--- src/rtl/hash_core_arbiter.sv ---
// hash_core_arbiter
//   Shares one byte-serial hash core among NREQ requesters. Requesters are
//   granted round-robin. The winner keeps the core for its whole message,
//   including the wait for the digest. The digest comes back tagged with the
//   owner's ID. A watchdog abandons a core that never reports completion.
//
// Ports
//   clk, rst_n             clock, asynchronous active-low reset
//   req_valid/ready        per-requester byte handshake
//   req_data               per-requester byte, slice i = [8i+7:8i]
//   req_len                per-requester message length, slice i = [64i+63:64i]
//   core_m_valid/ready     byte handshake toward the core
//   core_message           byte toward the core
//   core_counter           length of the granted message, held until next grant
//   core_hash_ready        core digest-valid pulse
//   core_digest            core digest
//   digest_out/id/valid    registered digest, its owner, one-cycle valid pulse
//   err_zero_len           one-cycle pulse: a granted request had length 0
//   err_timeout            one-cycle pulse: watchdog gave up on the core
//   busy                   arbiter is not idle
module hash_core_arbiter #(
    parameter int NREQ    = 4,
    parameter int IDW     = 2,
    parameter int TIMEOUT = 64
) (
    input  logic                 clk,
    input  logic                 rst_n,
    input  logic [NREQ-1:0]      req_valid,
    input  logic [8*NREQ-1:0]    req_data,
    input  logic [64*NREQ-1:0]   req_len,
    output logic [NREQ-1:0]      req_ready,
    output logic                 core_m_valid,
    output logic [7:0]           core_message,
    output logic [63:0]          core_counter,
    input  logic                 core_m_ready,
    input  logic                 core_hash_ready,
    input  logic [31:0]          core_digest,
    output logic [31:0]          digest_out,
    output logic                 digest_valid,
    output logic [IDW-1:0]       digest_id,
    output logic                 err_zero_len,
    output logic                 err_timeout,
    output logic                 busy
);
    // Request slots are padded to a power of two so an IDW-bit index is
    // always in range; padding slots never request.
    localparam int NSLOT = 1 << IDW;
    localparam int WDW   = $clog2(TIMEOUT + 1);

    typedef enum logic [1:0] {S_IDLE, S_XFER, S_WAIT, S_DONE} state_t;

    state_t         state_q, state_d;
    logic [IDW-1:0] rr_ptr_q, rr_ptr_d;
    logic [IDW-1:0] gnt_id_q, gnt_id_d;
    logic [63:0]    remaining_q, remaining_d;
    logic [63:0]    counter_q, counter_d;
    logic [WDW-1:0] wdog_q, wdog_d;
    logic [31:0]    digest_q, digest_d;
    logic [IDW-1:0] digest_id_q, digest_id_d;
    logic           err_zero_q, err_zero_d;
    logic           err_to_q, err_to_d;

    logic [NSLOT-1:0] valid_arr;
    logic [7:0]       data_arr [NSLOT];
    logic [63:0]      len_arr  [NSLOT];

    logic             any_valid;
    logic             have_hi;
    logic [IDW-1:0]   pick_hi, pick_lo, pick;

    for (genvar gi = 0; gi < NSLOT; gi++) begin : g_slot
        if (gi < NREQ) begin : g_real
            assign valid_arr[gi] = req_valid[gi];
            assign data_arr[gi]  = req_data[8*gi +: 8];
            assign len_arr[gi]   = req_len[64*gi +: 64];
        end else begin : g_pad
            assign valid_arr[gi] = 1'b0;
            assign data_arr[gi]  = 8'd0;
            assign len_arr[gi]   = 64'd0;
        end
    end

    for (genvar gi = 0; gi < NREQ; gi++) begin : g_ready
        assign req_ready[gi] = (state_q == S_XFER) && (gnt_id_q == IDW'(gi)) && core_m_ready;
    end

    // Round-robin pick: the lowest requesting index at or above rr_ptr wins;
    // if none, the lowest requesting index overall (the wrap-around case).
    // Scanning downward lets the last hit be the lowest index.
    always_comb begin
        any_valid = 1'b0;
        have_hi   = 1'b0;
        pick_hi   = '0;
        pick_lo   = '0;
        for (int i = NSLOT - 1; i >= 0; i--) begin
            if (valid_arr[i[IDW-1:0]]) begin
                any_valid = 1'b1;
                pick_lo   = i[IDW-1:0];
                if (i[IDW-1:0] >= rr_ptr_q) begin
                    have_hi = 1'b1;
                    pick_hi = i[IDW-1:0];
                end
            end
        end
        pick = have_hi ? pick_hi : pick_lo;
    end

    function automatic logic [IDW-1:0] next_id(input logic [IDW-1:0] id);
        return (id == IDW'(NREQ - 1)) ? '0 : id + 1'b1;
    endfunction

    always_comb begin
        core_m_valid = (state_q == S_XFER) && valid_arr[gnt_id_q];
        core_message = (state_q == S_XFER) ? data_arr[gnt_id_q] : 8'd0;
    end

    always_comb begin
        state_d     = state_q;
        rr_ptr_d    = rr_ptr_q;
        gnt_id_d    = gnt_id_q;
        remaining_d = remaining_q;
        counter_d   = counter_q;
        wdog_d      = wdog_q;
        digest_d    = digest_q;
        digest_id_d = digest_id_q;
        err_zero_d  = 1'b0;
        err_to_d    = 1'b0;
        case (state_q)
            S_IDLE: begin
                if (any_valid) begin
                    gnt_id_d    = pick;
                    counter_d   = len_arr[pick];
                    remaining_d = len_arr[pick];
                    if (len_arr[pick] == 64'd0) begin
                        // Rejected without moving a byte; the pointer still
                        // advances so a stuck zero-length requester cannot
                        // starve the others.
                        err_zero_d = 1'b1;
                        rr_ptr_d   = next_id(pick);
                    end else begin
                        state_d = S_XFER;
                    end
                end
            end
            S_XFER: begin
                if (core_m_valid && core_m_ready) begin
                    remaining_d = remaining_q - 64'd1;
                    if (remaining_q == 64'd1) begin
                        state_d = S_WAIT;
                    end
                end
            end
            S_WAIT: begin
                if (core_hash_ready) begin
                    digest_d    = core_digest;
                    digest_id_d = gnt_id_q;
                    wdog_d      = '0;
                    state_d     = S_DONE;
                end else if (wdog_q == WDW'(TIMEOUT - 1)) begin
                    err_to_d = 1'b1;
                    wdog_d   = '0;
                    rr_ptr_d = next_id(gnt_id_q);
                    state_d  = S_IDLE;
                end else begin
                    wdog_d = wdog_q + 1'b1;
                end
            end
            S_DONE: begin
                rr_ptr_d = next_id(gnt_id_q);
                state_d  = S_IDLE;
            end
            default: state_d = S_IDLE;
        endcase
    end

    always_ff @(posedge clk or negedge rst_n) begin
        if (!rst_n) begin
            state_q     <= S_IDLE;
            rr_ptr_q    <= '0;
            gnt_id_q    <= '0;
            remaining_q <= '0;
            counter_q   <= '0;
            wdog_q      <= '0;
            digest_q    <= '0;
            digest_id_q <= '0;
            err_zero_q  <= 1'b0;
            err_to_q    <= 1'b0;
        end else begin
            state_q     <= state_d;
            rr_ptr_q    <= rr_ptr_d;
            gnt_id_q    <= gnt_id_d;
            remaining_q <= remaining_d;
            counter_q   <= counter_d;
            wdog_q      <= wdog_d;
            digest_q    <= digest_d;
            digest_id_q <= digest_id_d;
            err_zero_q  <= err_zero_d;
            err_to_q    <= err_to_d;
        end
    end

    assign core_counter = counter_q;
    assign digest_out   = digest_q;
    assign digest_id    = digest_id_q;
    assign digest_valid = (state_q == S_DONE);
    assign err_zero_len = err_zero_q;
    assign err_timeout  = err_to_q;
    assign busy         = (state_q != S_IDLE);

endmodule

--- config.mk ---
export PLATFORM = sky130hd
export DESIGN_NAME = hash_core_arbiter
export DESIGN_NICKNAME = d
export VERILOG_FILES = /design/src/rtl/hash_core_arbiter.sv
export SDC_FILE = /design/constraint.sdc
export NUM_CORES = 1
export LEC_CHECK = 0
export BUFFER_PORTS_ARGS = -buffer_cell sky130_fd_sc_hd__buf_2
export CAP_MARGIN = 10
export CELL_PAD_IN_SITES_DETAIL_PLACEMENT = 0
export CELL_PAD_IN_SITES_GLOBAL_PLACEMENT = 1
export CORE_UTILIZATION = 39
export CTS_BUF_LIST = sky130_fd_sc_hd__clkbuf_16
export DETAILED_ROUTE_END_ITERATION = 10
export GPL_ROUTABILITY_DRIVEN = 1
export PLACE_DENSITY_LB_ADDON = 0.1
export SLEW_MARGIN = 20
export SYNTH_ARGS = -nofsm -noshare
export SYNTH_HDL_FRONTEND = slang
export SYNTH_SLANG_ARGS = --single-unit
--- constraint.sdc ---
create_clock -name clk -period 8.85 [get_ports clk]
set_clock_uncertainty 0.15 [all_clocks]
set_input_delay 1.77 -clock clk [delete_from_list [all_inputs] [get_ports clk]]
set_output_delay 1.77 -clock clk [all_outputs]
set_load 0.1 [all_outputs]
==> results of run 1 <==
## cell usage after synthesis (all sizes together) (16+ instances only)
master  count
o32ai      53
o22ai      25
nor4       24
mux2       35
or3        16
nand3      19
inv       116
dfrtp     177
nor2      102
buf        57
a21oi      81
o21ai     105
o311ai     50
clkbuf     97
a211oi     16
and3       36
a31oi     104
nor3       67
nand2     267
## stage by stage
stage / hold WS, ns / power, uW / utilization [%] / area (um2)
global route: 0.340 / 7590 / 49.1 / 15600
detailed placement: 0.309 / 6390 / 47.1 / 14900
finish: 0.323 / 7240 / 49.1 / 15600
global placement: 0.306 / 6330 / 47.1 / 14900
floorplan: 0.298 / 5160 / - / 12600
CTS: 0.326 / 7210 / 49.1 / 15600
## power by group
| part | switching (uW) | internal [uW] | leakage (uW) |
|---|---|---|---|
| clock network | 346 | 471 | 0.000288 |
| logic | 3730 | 1070 | 0.00493 |
| registers | 410 | 1220 | 0.00209 |
| total | 4480 | 2760 | 0.00731 |
## logic make-up (layout without fill, tap and decap cells)
kind of cell	count (synthesis)	after routing	share of synthesized area, %
AO/OA/AOI/OAI	525	525	28.2
XOR/XNOR	1	1	0.0693
adder cells (fa/ha/maj)	8	8	0.792
buffers and inverters	271	615	8.81
flip-flops	177	177	35.1
multiplexers	51	51	5.28
AND/OR/NAND/NOR	581	581	21.8
## worst reg2reg max path: cells and delay by family, from the launching register on
family / cells / cell delay (ns)
buf+inv: 1 / 0.53
mux: 1 / 0.34
simple gates: 4 / 0.81
compound gates: 4 / 2.38
flops: 1 / 0.47
## routing by layer
layer	vias to the layer above	global-route usage [%]	wire [um]
met4	0	14.9	2460
met5	-	0	0
li1	6595	-	-
met3	133	6.40	4420
met1	7101	45.2	23800
met2	735	57.8	27800
## layout make-up
class | instances | area [um2] | share of cell area [%]
Clock buffer | 17 | 425 | 2.73
Clock inverter | 15 | 191 | 1.23
Inverter | 117 | 439 | 2.82
Multi-Input combinational cell | 1166 | 7150 | 45.9
Sequential cell | 177 | 4430 | 28.5
Tap cell | 402 | 503 | 3.23
Timing Repair Buffer | 466 | 2430 | 15.6
## state kept, by name (all words and copies together) (netlist names)
| signal | cells |
|---|---|
| rr_ptr_q | 2 |
| digest_id | 2 |
| err_zero_len | 1 |
| err_timeout | 1 |
| remaining_q | 64 |
| state_q | 2 |
| digest_out | 32 |
| gnt_id_q | 2 |
| wdog_q | 7 |
| core_counter | 64 |
## worst paths after layout
check,to,slack [ns]
max in group asynchronous,digest_out[31],6.08
min in group asynchronous,core_counter[6],1.14
hold / removal,core_counter[31],0.32
setup / recovery,rr_ptr_q[0],3.07
setup reg to reg,rr_ptr_q[0],4.07
hold reg to reg,core_counter[31],0.32
==> impl_results.md, run 1 <==
- Yosys warns: 0
- Cells after Synth: around 1600
- Setup violators final: 0
- Hold Crit Class: register to register
- Kind of critical path: input port to register
- Vias per cell: 6.17
- Worst-case clock buffer depth: 2
- # DRC: 0
- Max-slew headroom: about a quarter
- Yosys cell types: between 70 and 80
- # IOs: roughly 440
- CP max FO: 47
- Top_reg_cell synth: dfrtp_1
- Post-detail-place hpwl: around 45000 um
- Leak: between 0.007 and 0.008 uW
- DIE HEIGHT: approximately 180 um
- Clock tree sinks: ~180
- Layout cells sized above 1: between 20% and 30%
- Dpl ws: roughly 2.7 ns
- Post-CTS Setup Bufs: 0
- Net Count, Synth: about 2000
- Crit-path leading delay family: compound AO/OA/AOI/OAI gates
- Crit-path slowest cell: a21oi_4
- Fin cells: 2360
- Asr flop ratio synth: 100%
- Final setup TNS: 0 ns
- Total core area: 31700 um2
- Buf+Inv Stages, Crit Path: 2
- Post-Syn Area: between 10000 and 15000 um2
- Final hold viol count: 0
- Detailed Route WL: roughly 58000 um
- Worst-margin pin slew: about 1.1 ns
- Top-area cell type share of the netlist area: a little over a third
- Die width: between 150 and 200 um
- Clock Root Buffer: clkbuf_16
- Synth area leader: dfrtp_1
- Critical Path Sink Type: register
- Global Route Usage Sum: about a third
- Most common cell after layout, fill and taps aside: buf_2
- Overflow after GRT: 0
- Initial antenna violation count: 2
- Worst-path clk slew: approximately 0.070 ns
- FF-to-FF Start: rr_ptr_q[1]
- Final nets: between 2000 and 2500
- Flops & latches, synth: 177
- Reg2Reg Depth: 10
- Critical Path Max Stage Delay: ~0.9 ns
- Max Fclk: roughly 0.17 GHz
- Status: complete, no violations
- Cells after DPL: around 2300
- EDFF count, synth: 0
- First-pass GRT wire length: 87400 um
- Worst Slack Setup Final: about 3.1 ns
- Max Slew Vio Count: 0
- Routed WL per cell: between 20 and 25 um
- Crit path from: req_valid[0]
- Vias: 14600
- Largest net degree at the start of global routing: between 100 and 150
- Initial cell density of the core: around two fifths
- IO Port Bufs: between 400 and 500
- Post-synthesis average cell area: just under 8 um2
- Vias in the first global route: roughly 14000
- PostCTS Resize Cnt: 0
- WP data required: between 9 and 10 ns
- Unrepaired setup endpoints after global routing: false
- Critical Path, Cell by Cell: buf_2 > nand3_1 > a21oi_4 > buf_4 > nor3_1 > o32ai_1 > o2111ai_1 > nor4_1 > nand4_1 > o21ai_2 > mux2_1
- Pwr dens: ~470 nW/um2
- Site Rows: 65
- Hold Path Stages: 2
- Max VDD drop: between 300 and 400 uV
- # diodes: 0
- Final ANT Viol Nets: 0
- Hold Startpoint: core_counter[31]
- Fill cells: around 3200
- Initial DRT Pass Iterations: 6
- CTS tree: built
- CTS HTree Levels: 4
- Die Area: about 33000 um2
- Hold Buf Count CTS: 0
- Total CTS buffers: 17
- Startpoint types: input port
- Synth area leaders: dfrtp_1, nand2_1, a31oi_1
- Max cap viols: 0
- GP Congestion: ~0.97
- Worst path depth: 11
- Clk_lat worst skew: ~0.45 ns
- Sequential area share after synthesis: a little over a third
- Minimum clock period after layout: around 5.8 ns
- Period utilization: 65.3%
- Worst EP arrival: approximately 6 ns
- Area Overhead vs Synth: 23.2%
- Commonest cells after routing, fill and taps aside: buf_2, nand2_1, dfrtp_1
- DR iter-0 viols: approximately 1600
No activity file was read; power rests on OpenSTA's default activity.
==> run 2: changes to the inputs <==
--- a/config.mk
+++ b/config.mk
@@ -9,7 +9,7 @@
 export CAP_MARGIN = 10
 export CELL_PAD_IN_SITES_DETAIL_PLACEMENT = 0
 export CELL_PAD_IN_SITES_GLOBAL_PLACEMENT = 1
-export CORE_UTILIZATION = 39
+export CORE_UTILIZATION = 36
 export CTS_BUF_LIST = sky130_fd_sc_hd__clkbuf_16
 export DETAILED_ROUTE_END_ITERATION = 10
 export GPL_ROUTABILITY_DRIVEN = 1
==> constraint.sdc (replaced) <==
create_clock -name clk -period 5.9 [get_ports clk]
set_clock_uncertainty 0.15 [all_clocks]
set_input_delay 1.18 -clock clk [delete_from_list [all_inputs] [get_ports clk]]
set_output_delay 1.18 -clock clk [all_outputs]
set_load 0.1 [all_outputs]
==> run 2 against run 1 <==
  * Cell count is 3.6% higher
  * Sequential power is 48% higher
  * Hold slack better by 0.0020 ns
  * Via count fell by 0.47%
  * Final area is 2.0% higher
  * Global-route usage is 2.4 points lower
  * Critical endpoint unchanged
  * Highest routed layer unchanged
==> impl_results.md, run 2 (synthesis gave the netlist of run 1 again) <==
- CP max FO: 33
- Sequential Power Share: ~22%
- Total core area: ~35000 um2
- Critical Path Max Stage Delay: slightly below 0.9 ns
- Crit-path slowest cell: o32ai_1
- Hold Crit Class: register to register
- Util after Layout: around 46%
- Layout cells sized above 1: between 30% and 40%
- Vias: between 10000 and 15000
- Period utilization: ~82%
- Final ANT Viol Nets: 0
- Worst-margin pin slew: between 1 and 1.5 ns
- Initial antenna violation count: 4
- Multi-input gate area: 7150 um2
- Vias per cell: roughly 5.9
- Minimum clock period after layout: 4.85 ns
- Reg2Reg Depth: 11
- Area Overhead vs Synth: 25.6%
- Fill cells: roughly 3500
- Critical Path, Cell by Cell: buf_2 > mux2i_1 > o22a_1 > nand2_2 > inv_2 > buf_4 > o32ai_1 > o2111ai_1 > nor4_1 > nand4_1 > o21ai_2 > mux2_1
- IO Port Bufs: between 400 and 500
- FF-to-FF Start: rr_ptr_q[1]
- Clock Root Buffer: clkbuf_16
- Clk_lat worst skew: roughly 0.44 ns
- Total CTS buffers: 17
- WHS Endpoint: core_counter[49]
- Vias in the first global route: approximately 14000
- Switch share: roughly 62%
- Unrepaired setup endpoints after global routing: false
- Clock tree sinks: roughly 180
- CTS tree: built
- Overflow after GRT: 0
- Most common cell after layout, fill and taps aside: buf_2
- Global Route Usage Sum: between 30% and 40%
- Pwr dens: just under 700 nW/um2
- Final hold viol count: 0
- Startpoint types: input port
- Kind of critical path: input port to register
- WP data required: between 6 and 7 ns
- Crit-path leading delay family: compound AO/OA/AOI/OAI gates
- Max Slew Vio Count: 0
- Post-CTS Setup Bufs: 0
- Die width: roughly 190 um
- Net Sw Power: 6790 uW
- Final nets: 2310
- # DRC: 0
- Clock power frac: 10.5%
- Post-detail-place hpwl: 44300 um
- Largest net degree at the start of global routing: 116
- Worst-case clock buffer depth: 2
- Setup violators final: 0
- Max VDD drop: ~630 uV
- P_int: 4170 uW
- DIE HEIGHT: around 190 um
- Worst Slack Setup Final: between 1 and 1.5 ns
- Worst EP arrival: roughly 5.0 ns
- Commonest cells after routing, fill and taps aside: buf_2, nand2_1, dfrtp_1
- Combinational power share: 67.5%
- Reg2reg end: rr_ptr_q[0]
- CTS HTree Levels: 4
- Hold Buf Count CTS: 0
- Worst reg-to-reg setup slack: between 1.5 and 2 ns
- Leak: between 0.007 and 0.008 uW
- Buf+Inv Stages, Crit Path: 3
- PostCTS Resize Cnt: 0
- # IOs: 443
- Initial cell density of the core: between 30 and 40%
- Critical Path Sink Type: register
- GP Congestion: 0.956
- Die Area: 35800 um2
- Final setup TNS: 0 ns
- Sequential cell area: 4430 um2
- Hold Path Stages: 2
- Hold Startpoint: core_counter[49]
- Worst-path clk slew: ~0.080 ns
- Status: complete, no violations
- Routed WL per cell: 24.1 um
- Max Fclk: a little over 0.2 GHz
- Detailed Route WL: just under 60000 um
- Dpl ws: between 0.7 and 0.8 ns
- First-pass GRT wire length: 88600 um
- Max-slew headroom: roughly a quarter
- Initial DRT Pass Iterations: 5
- Max cap viols: 0
- Site Rows: 68
- DR iter-0 viols: approximately 1400
-- run 2: changes by cell type in the layout (fill, tap and decap cells not counted), sizes merged --
| cell | delta |
|---|---|
| clkinv | -3 |
| clkinvlp | +1 |
| diode | +3 |
| inv | +4 |
| buf | +29 |
| bufinv | -3 |
-- run 2: power by group through the flow --
stage / Combinational [uW] / Sequential, uW / Clock [uW]
floorplan: 3080 / 4660 / 0
global placement: 7310 / 2400 / 0
detailed placement: 7360 / 2420 / 0
CTS: 7370 / 2410 / 1170
global route: 7830 / 2500 / 1210
finish: 7390 / 2420 / 1150
-- run 2: worst register-to-register path: cells and delay by family (launching register included) --
kind | cells | cell delay (ns)
muxes | 2 | 0.52
buffers and inverters | 2 | 0.58
DFF | 1 | 0.45
and+or+nand+nor | 3 | 0.68
AOI/OAI and AO/OA | 4 | 1.90
-- run 2: worst max-delay path by stage --
| stage | from | endpoint | slack [ns] | cells past startpoint |
|---|---|---|---|---|
| after floorplan | req_valid[3] | rr_ptr_q[0] | 2.12 | 13 |
| after detailed placement | req_valid[2] | rr_ptr_q[0] | 0.77 | 12 |
| final | req_valid[2] | rr_ptr_q[0] | 1.05 | 12 |
| after global placement | req_valid[2] | rr_ptr_q[0] | 0.77 | 12 |
| after global routing | req_valid[2] | rr_ptr_q[0] | 0.91 | 12 |
| after CTS | req_valid[2] | rr_ptr_q[0] | 1.22 | 12 |
-- run 2: metrics by stage --
step | instances | hold WS, ns | power (uW) | instance area [um2]
after floorplan | 1614 | 0.298 | 7740 | 12600
after global placement | 2410 | 0.308 | 9710 | 15300
after detailed placement | 2410 | 0.310 | 9780 | 15300
after CTS | 2441 | 0.327 | 10900 | 15900
after global routing | 2442 | 0.344 | 11500 | 15900
final | 2444 | 0.325 | 11000 | 15900
-- run 2: routing by layer --
| metal | GRT usage, % | part of all wire (%) | up-vias | routed length [um] |
|---|---|---|---|---|
| li1 | - | - | 6654 | - |
| met1 | 41.5 | 41 | 7080 | 24300 |
| met2 | 53.7 | 48 | 626 | 28100 |
| met3 | 6.08 | 6.5 | 135 | 3830 |
| met4 | 14.9 | 4.5 | 0 | 2650 |
| met5 | 0 | 0 | - | 0 |
-- run 2: layout make-up --
type	instances	share of cell area, %
diodes	3	0.0473
clock buffers	17	2.68
clock inverters	14	0.922
inverters	117	2.77
multi-input cells	1166	45.0
flip-flops and latches	177	27.9
well taps	455	3.59
repair buffers	495	17.0
